### config.mk
export PLATFORM = sky130hd
export DESIGN_NAME = call_return_ctrl
export DESIGN_NICKNAME = d
export VERILOG_FILES = /design/src/rtl/call_return_ctrl.sv
export SDC_FILE = /design/constraint.sdc
export NUM_CORES = 1
export LEC_CHECK = 0
export ABC_AREA = 1
export CAP_MARGIN = 20
export CORE_AREA = 4 4 58 87
export DETAILED_ROUTE_END_ITERATION = 6
export DIE_AREA = 0 0 62 91
export PLACE_DENSITY = 0.84
export SETUP_SLACK_MARGIN = 0.5
export SLEW_MARGIN = 20
export SYNTH_ARGS = -nofsm -noshare
export SYNTH_HDL_FRONTEND = slang
export SYNTH_SLANG_ARGS = --single-unit
### constraint.sdc
create_clock -name clk -period 2.9 [get_ports clk]
set_clock_uncertainty 0.2 [all_clocks]
set_input_delay 0.29 -clock clk [delete_from_list [all_inputs] [get_ports clk]]
set_output_delay 0.29 -clock clk [all_outputs]
set_load 0.02 [all_outputs]
### src/rtl/call_return_ctrl.sv
// Call/return sequencer: turns CALL, RET and IRQ requests into stack push/pop
// strobes and PC/flags redirects, tracks stack occupancy and drains the
// unresettable stack after every reset.
module call_return_ctrl #(
    parameter int unsigned    PC_W       = 9,
    parameter int unsigned    FL_W       = 4,
    parameter int unsigned    DEPTH      = 5,
    parameter logic [PC_W-1:0] IRQ_VECTOR = PC_W'(9'h1F0)
) (
    input  logic            clk,
    input  logic            rst_n,
    input  logic            call_req,
    input  logic [PC_W-1:0] target,
    input  logic            ret_req,
    input  logic            irq_req,
    input  logic            irq_en,
    input  logic [PC_W-1:0] cur_pc,
    input  logic [FL_W-1:0] cur_flags,
    output logic            stk_push_en,
    output logic            stk_pop_en,
    output logic [PC_W-1:0] stk_pc_in,
    output logic [FL_W-1:0] stk_flags_in,
    input  logic [PC_W-1:0] stk_pc_out,
    input  logic [FL_W-1:0] stk_flags_out,
    output logic            pc_load,
    output logic [PC_W-1:0] pc_next,
    output logic            flags_load,
    output logic [FL_W-1:0] flags_next,
    output logic            irq_ack,
    output logic            busy,
    output logic [2:0]      depth,
    output logic            ovf_err,
    output logic            unf_err
);

    localparam int unsigned CNT_W = 3;

    typedef enum logic [1:0] {
        ST_FLUSH = 2'd0,
        ST_IDLE  = 2'd1,
        ST_ACT   = 2'd2
    } state_e;

    typedef enum logic [1:0] {
        OP_CALL = 2'd0,
        OP_IRQ  = 2'd1,
        OP_RET  = 2'd2
    } op_e;

    state_e          state_q, state_d;
    op_e             op_q, op_d;
    logic [CNT_W-1:0] flush_cnt_q, flush_cnt_d;
    logic [2:0]      depth_q, depth_d;
    logic            ovf_q, ovf_d;
    logic            unf_q, unf_d;
    logic [PC_W-1:0] stk_pc_in_q, stk_pc_in_d;
    logic [FL_W-1:0] stk_flags_in_q, stk_flags_in_d;
    logic [PC_W-1:0] pc_next_q, pc_next_d;
    logic [FL_W-1:0] flags_next_q, flags_next_d;

    logic irq_take_c;
    logic full_c;
    logic empty_c;

    assign irq_take_c = irq_req & irq_en;
    assign full_c     = (depth_q == 3'(DEPTH));
    assign empty_c    = (depth_q == 3'd0);

    // State and datapath registers; reset restarts the flush with an empty count
    always_ff @(posedge clk or negedge rst_n) begin
        if (!rst_n) begin
            state_q        <= ST_FLUSH;
            op_q           <= OP_CALL;
            flush_cnt_q    <= '0;
            depth_q        <= '0;
            ovf_q          <= 1'b0;
            unf_q          <= 1'b0;
            stk_pc_in_q    <= '0;
            stk_flags_in_q <= '0;
            pc_next_q      <= '0;
            flags_next_q   <= '0;
        end else begin
            state_q        <= state_d;
            op_q           <= op_d;
            flush_cnt_q    <= flush_cnt_d;
            depth_q        <= depth_d;
            ovf_q          <= ovf_d;
            unf_q          <= unf_d;
            stk_pc_in_q    <= stk_pc_in_d;
            stk_flags_in_q <= stk_flags_in_d;
            pc_next_q      <= pc_next_d;
            flags_next_q   <= flags_next_d;
        end
    end

    // Next state: flush count, request arbitration (irq > ret > call), occupancy
    always_comb begin
        state_d        = state_q;
        op_d           = op_q;
        flush_cnt_d    = flush_cnt_q;
        depth_d        = depth_q;
        ovf_d          = ovf_q;
        unf_d          = unf_q;
        stk_pc_in_d    = stk_pc_in_q;
        stk_flags_in_d = stk_flags_in_q;
        pc_next_d      = pc_next_q;
        flags_next_d   = flags_next_q;

        case (state_q)
            ST_FLUSH: begin
                flush_cnt_d = flush_cnt_q + CNT_W'(1);
                if (flush_cnt_q == CNT_W'(DEPTH - 1)) begin
                    state_d     = ST_IDLE;
                    flush_cnt_d = '0;
                end
            end
            ST_IDLE: begin
                if (irq_take_c) begin
                    if (full_c) begin
                        ovf_d = 1'b1;
                    end else begin
                        op_d           = OP_IRQ;
                        // Stack adds one on push, so store pc-1 to resume at cur_pc
                        stk_pc_in_d    = cur_pc - PC_W'(1);
                        stk_flags_in_d = cur_flags;
                        pc_next_d      = IRQ_VECTOR;
                        flags_next_d   = '0;
                        state_d        = ST_ACT;
                    end
                end else if (ret_req) begin
                    if (empty_c) begin
                        unf_d = 1'b1;
                    end else begin
                        op_d    = OP_RET;
                        state_d = ST_ACT;
                    end
                end else if (call_req) begin
                    if (full_c) begin
                        ovf_d = 1'b1;
                    end else begin
                        op_d           = OP_CALL;
                        stk_pc_in_d    = cur_pc;
                        stk_flags_in_d = cur_flags;
                        pc_next_d      = target;
                        state_d        = ST_ACT;
                    end
                end
            end
            ST_ACT: begin
                state_d = ST_IDLE;
                if (op_q == OP_RET) begin
                    depth_d = depth_q - 3'd1;
                end else begin
                    depth_d = depth_q + 3'd1;
                end
            end
            default: begin
                state_d = ST_FLUSH;
            end
        endcase
    end

    // Output decode from the registered state; RET forwards the live stack top
    always_comb begin
        stk_push_en = 1'b0;
        stk_pop_en  = 1'b0;
        pc_load     = 1'b0;
        flags_load  = 1'b0;
        irq_ack     = 1'b0;
        pc_next     = pc_next_q;
        flags_next  = flags_next_q;

        case (state_q)
            ST_FLUSH: begin
                stk_pop_en = 1'b1;
            end
            ST_ACT: begin
                pc_load = 1'b1;
                case (op_q)
                    OP_CALL: begin
                        stk_push_en = 1'b1;
                    end
                    OP_IRQ: begin
                        stk_push_en = 1'b1;
                        flags_load  = 1'b1;
                        irq_ack     = 1'b1;
                    end
                    OP_RET: begin
                        stk_pop_en = 1'b1;
                        flags_load = 1'b1;
                        pc_next    = stk_pc_out;
                        flags_next = stk_flags_out;
                    end
                    default: begin
                        pc_load = 1'b0;
                    end
                endcase
            end
            default: begin
            end
        endcase
    end

    assign busy         = (state_q != ST_IDLE);
    assign depth        = depth_q;
    assign ovf_err      = ovf_q;
    assign unf_err      = unf_q;
    assign stk_pc_in    = stk_pc_in_q;
    assign stk_flags_in = stk_flags_in_q;

endmodule
Yosys cells after proc, flatten, opt, wreduce, memory -nomap -nowiden:

Cells that the tools add are included.
Widths: inputs -> output; s select.

* flip-flop bits (word level): 34
* input bits: 41
* output and inout port bits: 37
* logic and storage cells: 89

* add/sub/neg operators: 4
* eq/ne operators: 14
* multiplexer cells: 46
* bitwise operators: 3
* reduce and logical (&&, ||, !) cells: 13

Operators with widths (number)
* $mux 9: 12
* $mux 4: 6
* $mux 2: 11
* $mux 1: 13
* $sub 9x1->9 const B: 1
* $ne 4x4->1 const B: 2
* $reduce_and 4->1: 2
* $add 3x1->3 const B: 2
* $eq 3x3->1 const B: 2
* $mux 3: 2
* $ne 2x2->1 const B: 3
* $pmux 2 s3: 1
* $reduce_and 3->1: 2
* $reduce_and 5->1: 1
* $eq 2x1->1 const B: 2
* $eq 2x2->1 const B: 2
* $logic_not 2->1: 2
* $ne 2x1->1 const B: 2
* $reduce_or 2->1: 2
* $logic_not 3->1: 1
* $ne 3x3->1 const B: 1
* $reduce_bool 3->1: 1
* $reduce_or 3->1: 1
* $sub 3x1->3 const B: 1
* 4 further kinds: 5

Depth between registers and ports, before layout:

* word-level depth: 6
* depth in mapped cells: 9
* gate-level depth less buffers: 9

Least setup slack after synthesis:

No wires, ideal clock.

* path kind: reg2out
* start point: reg op_q[0]
* end point: out pc_next[0]
* arrival: 1.397 ns
* required time: 2.410 ns
* path slack: 1.013 ns
* cell stages (with the launch flop): 6
* buffers on the path: 1
* path through: dfrtp_1 inv_1 ha_1 nand2_2 clkbuf_8 a21oi_1

* longest elaborated chain between the ends: 3

Ends and longest elaborated chain
* from (decl): RTL line 51 `op_e op_q, op_d;`
* from (signal assigned): RTL line 84 `op_q <= op_d;`
* $eq 2x2->1: RTL line 179 `case (op_q)`
* $mux 9: RTL line 179
* $mux 9: RTL line 173 `case (state_q)`
* to (decl): RTL line 26 `output logic [PC_W-1:0] pc_next,`

Every way passes these cells.

Final worst setup path:

Ends and elaborated chain as after synthesis.

==> results.yml <==
outcome:
  outcome: "finished, final reports clean"
finish:
  drive_gt1_share_pct: 5.32
  nets: 405
  seqCellArea_um2: 851
  final_cell_mix: "nand2_1, clkdlybuf4s50_1, nor2_1"
  multi_input_area_um2: 925
  fill_cells: 379
  area_growth_pct: 46.8
  final_core_util_pct: 67.7
  layout_commonest_cell: "nand2_1"
  antennaDiodeCount: 0
  final_cells: 403
global_routing:
  grtUsageTotal_pct: 20.6
  grtUsageMet2_pct: 37.4
  grt_max_degree: 35
  grt.met3_usage_pct: 3.83
  antenna_found_initial: 0
  grt_pass1_vias: 1941
  gr-total-overflow: 0
  grt_busiest_layer: "met2"
  grt_use_met1_pct: 23.1
  grt_first_pass_wirelength_um: 8830
worst_setup_path:
  start_kind: "flip-flop"
  reg2regPathDepth: 8
  critPathKind: "flip-flop to primary output"
  cp.required_ps: 2410
  cp_max_fo: 19
  critPathCaptureType: "primary output"
  crit_arrival_ps: 1790
floorplan:
  die-width_um: 62
  fp.dieArea_mm2: 0.00564
  core_area_mm2: 0.00425
  initial_utilization_pct: 46.1
  ioPinCount: 78
  rows: 29
  die_h_um: 91
synth:
  synth_area_per_cell_um2: 7.09
  ys_seq_elements: 34
  synth.distinct_cells: 23
  syn_area_mm2: 0.00196
  synth_cells: 276
  synth_fp_nets: 325
  yosys_warnings: 0
  ys_seq_area_share_pct: 43.5
cts:
  cts_setup_buffers: 0
  cts_sinks: 34
  cts_max_path_buffers: 2
  cts_hold_buf: 0
  clkLatencyLatePin_ps: 280
  cts-root-buf: "clkbuf_8"
  cts_max_level: 2
  tritoncts: "built"
  clk_pin_slew_ps: 70
  numCtsBuffers: 5
drt:
  drtAntennaViolNets: 0
  drt_wl_total_um: 5420
  via_per_inst: 4.93
  drc: 0
  first_pass_iters: 7
  wl_per_cell_um: 13.4
  vias: 1988
  drt_iter0_drc: 93
pwr:
  leakage_nw: 1.59
  p_per_area_mw_per_mm2: 921
  irDropWorstVdd_v: 0.000718
place:
  port_buffers: 77
  place_congestion: 0.967
  hpwl_um: 4170
  dp_cells: 395
sta:
  hold_viol: 0
  tns_ps: 0
  relSlewSlack_pct: 70.8
  period_needed_ps: 2280
  fin_hold_ws_ps: 210
  slew_viol_final: 0
  min_period_over_period_pct: 78.6
  setup-violations-final: 0
  fmax_ghz: 0.439
  tightest_slew_ps: 437
  rsz0062_at_grt: "false"
run:
  cap_violations: 0
min_path:
  hp-class: "input port to async pin"
==> stage by stage <==
step | setup WS (ps) | area (µm²) | total power, mW
3_5_place_dp | 454 | 2760 | 2.35
4_1_cts | 517 | 2850 | 2.68
2_1_floorplan | 1010 | 1960 | 1.69
5_1_grt | 508 | 2870 | 2.87
3_3_place_gp | 479 | 2760 | 2.30
6_report | 621 | 2870 | 2.65
==> final timing paths <==
kind / from / end / slack (ps)
max reg2reg: op_q[0] / depth[2] / 930
min reg2reg: unf_err / unf_err / 270
min: rst_n / flush_cnt_q[1] / 210
max: op_q[0] / pc_next[0] / 620
min in group clk: unf_err / unf_err / 270
max in group asynchronous: rst_n / stk_pc_in[5] / 1970
==> timing repair <==
action | in CTS | in global routing
gates resized for setup | 15 | 9
pin swaps | 0 | 0
setup endpoints to repair | 18 | 9
gates cloned | 0 | 0
==> critical path, stage by stage, from the launching register on <==
cell           delay [ps]
dfrtp_1               420
inv_1                 100
ha_2                  270
nand2_4               160
a21oi_1               190
dlygate4sd2_1         360
==> kinds of logic after synthesis <==
family	count (synthesis)	synth area share, %
AOI/OAI and AO/OA	34	8.88
xor gates and xnor gates	2	0.895
adders and majority gates	8	5.50
buffers and inverters	47	10.1
DFF	34	43.5
and+or+nand+nor	151	31.2
==> cell usage after synthesis (all sizes together) <==
cell type  instances  area share (%)
nand2             90              18
o21ai             22             5.6
clkinv             1            0.19
o21bai             1            0.38
nand4              1            0.32
nand3             16             4.1
inv               40             7.7
nand3b             1            0.38
a21oi             10             2.6
dfrtp             34              43
buf                4             1.3
ha                 7             4.5
nor2              42             8.4
xor2               2            0.89
or2                1            0.32
clkbuf             2            0.96
a31oi              1            0.32
fa                 1             1.0
==> flip-flops by register name, indices dropped and copies added, names as in the netlist <==
name          cells
stk_pc_in         9
ovf_err           1
state_q           2
pc_next_q         9
unf_err           1
depth             3
stk_flags_in      4
op_q              2
flush_cnt_q       3
==> cell type report <==
type                            count  area share (%)
Clock inverter                      1           0.174
Tap cell                           46            2.00
Multi-Input combinational cell    195            32.2
Sequential cell                    34            29.6
Inverter                           41            5.40
Timing Repair Buffer               79            27.6
Clock buffer                        7            3.00
==> where the power goes <==
group / internal, mW / switching (mW)
Combinational: 0.603 / 0.850
Clock: 0.191 / 0.164
Sequential: 0.696 / 0.141
Total: 1.49 / 1.16
==> layer usage <==
layer | routed length, µm | part of all wire, % | vias up
li1 | - | - | 1003
met1 | 1950 | 36 | 917
met2 | 3170 | 59 | 64
met3 | 252 | 4.7 | 4
met4 | 46 | 0.85 | 0
met5 | 0 | 0 | -
No activity file was read; power rests on OpenSTA's default activity.
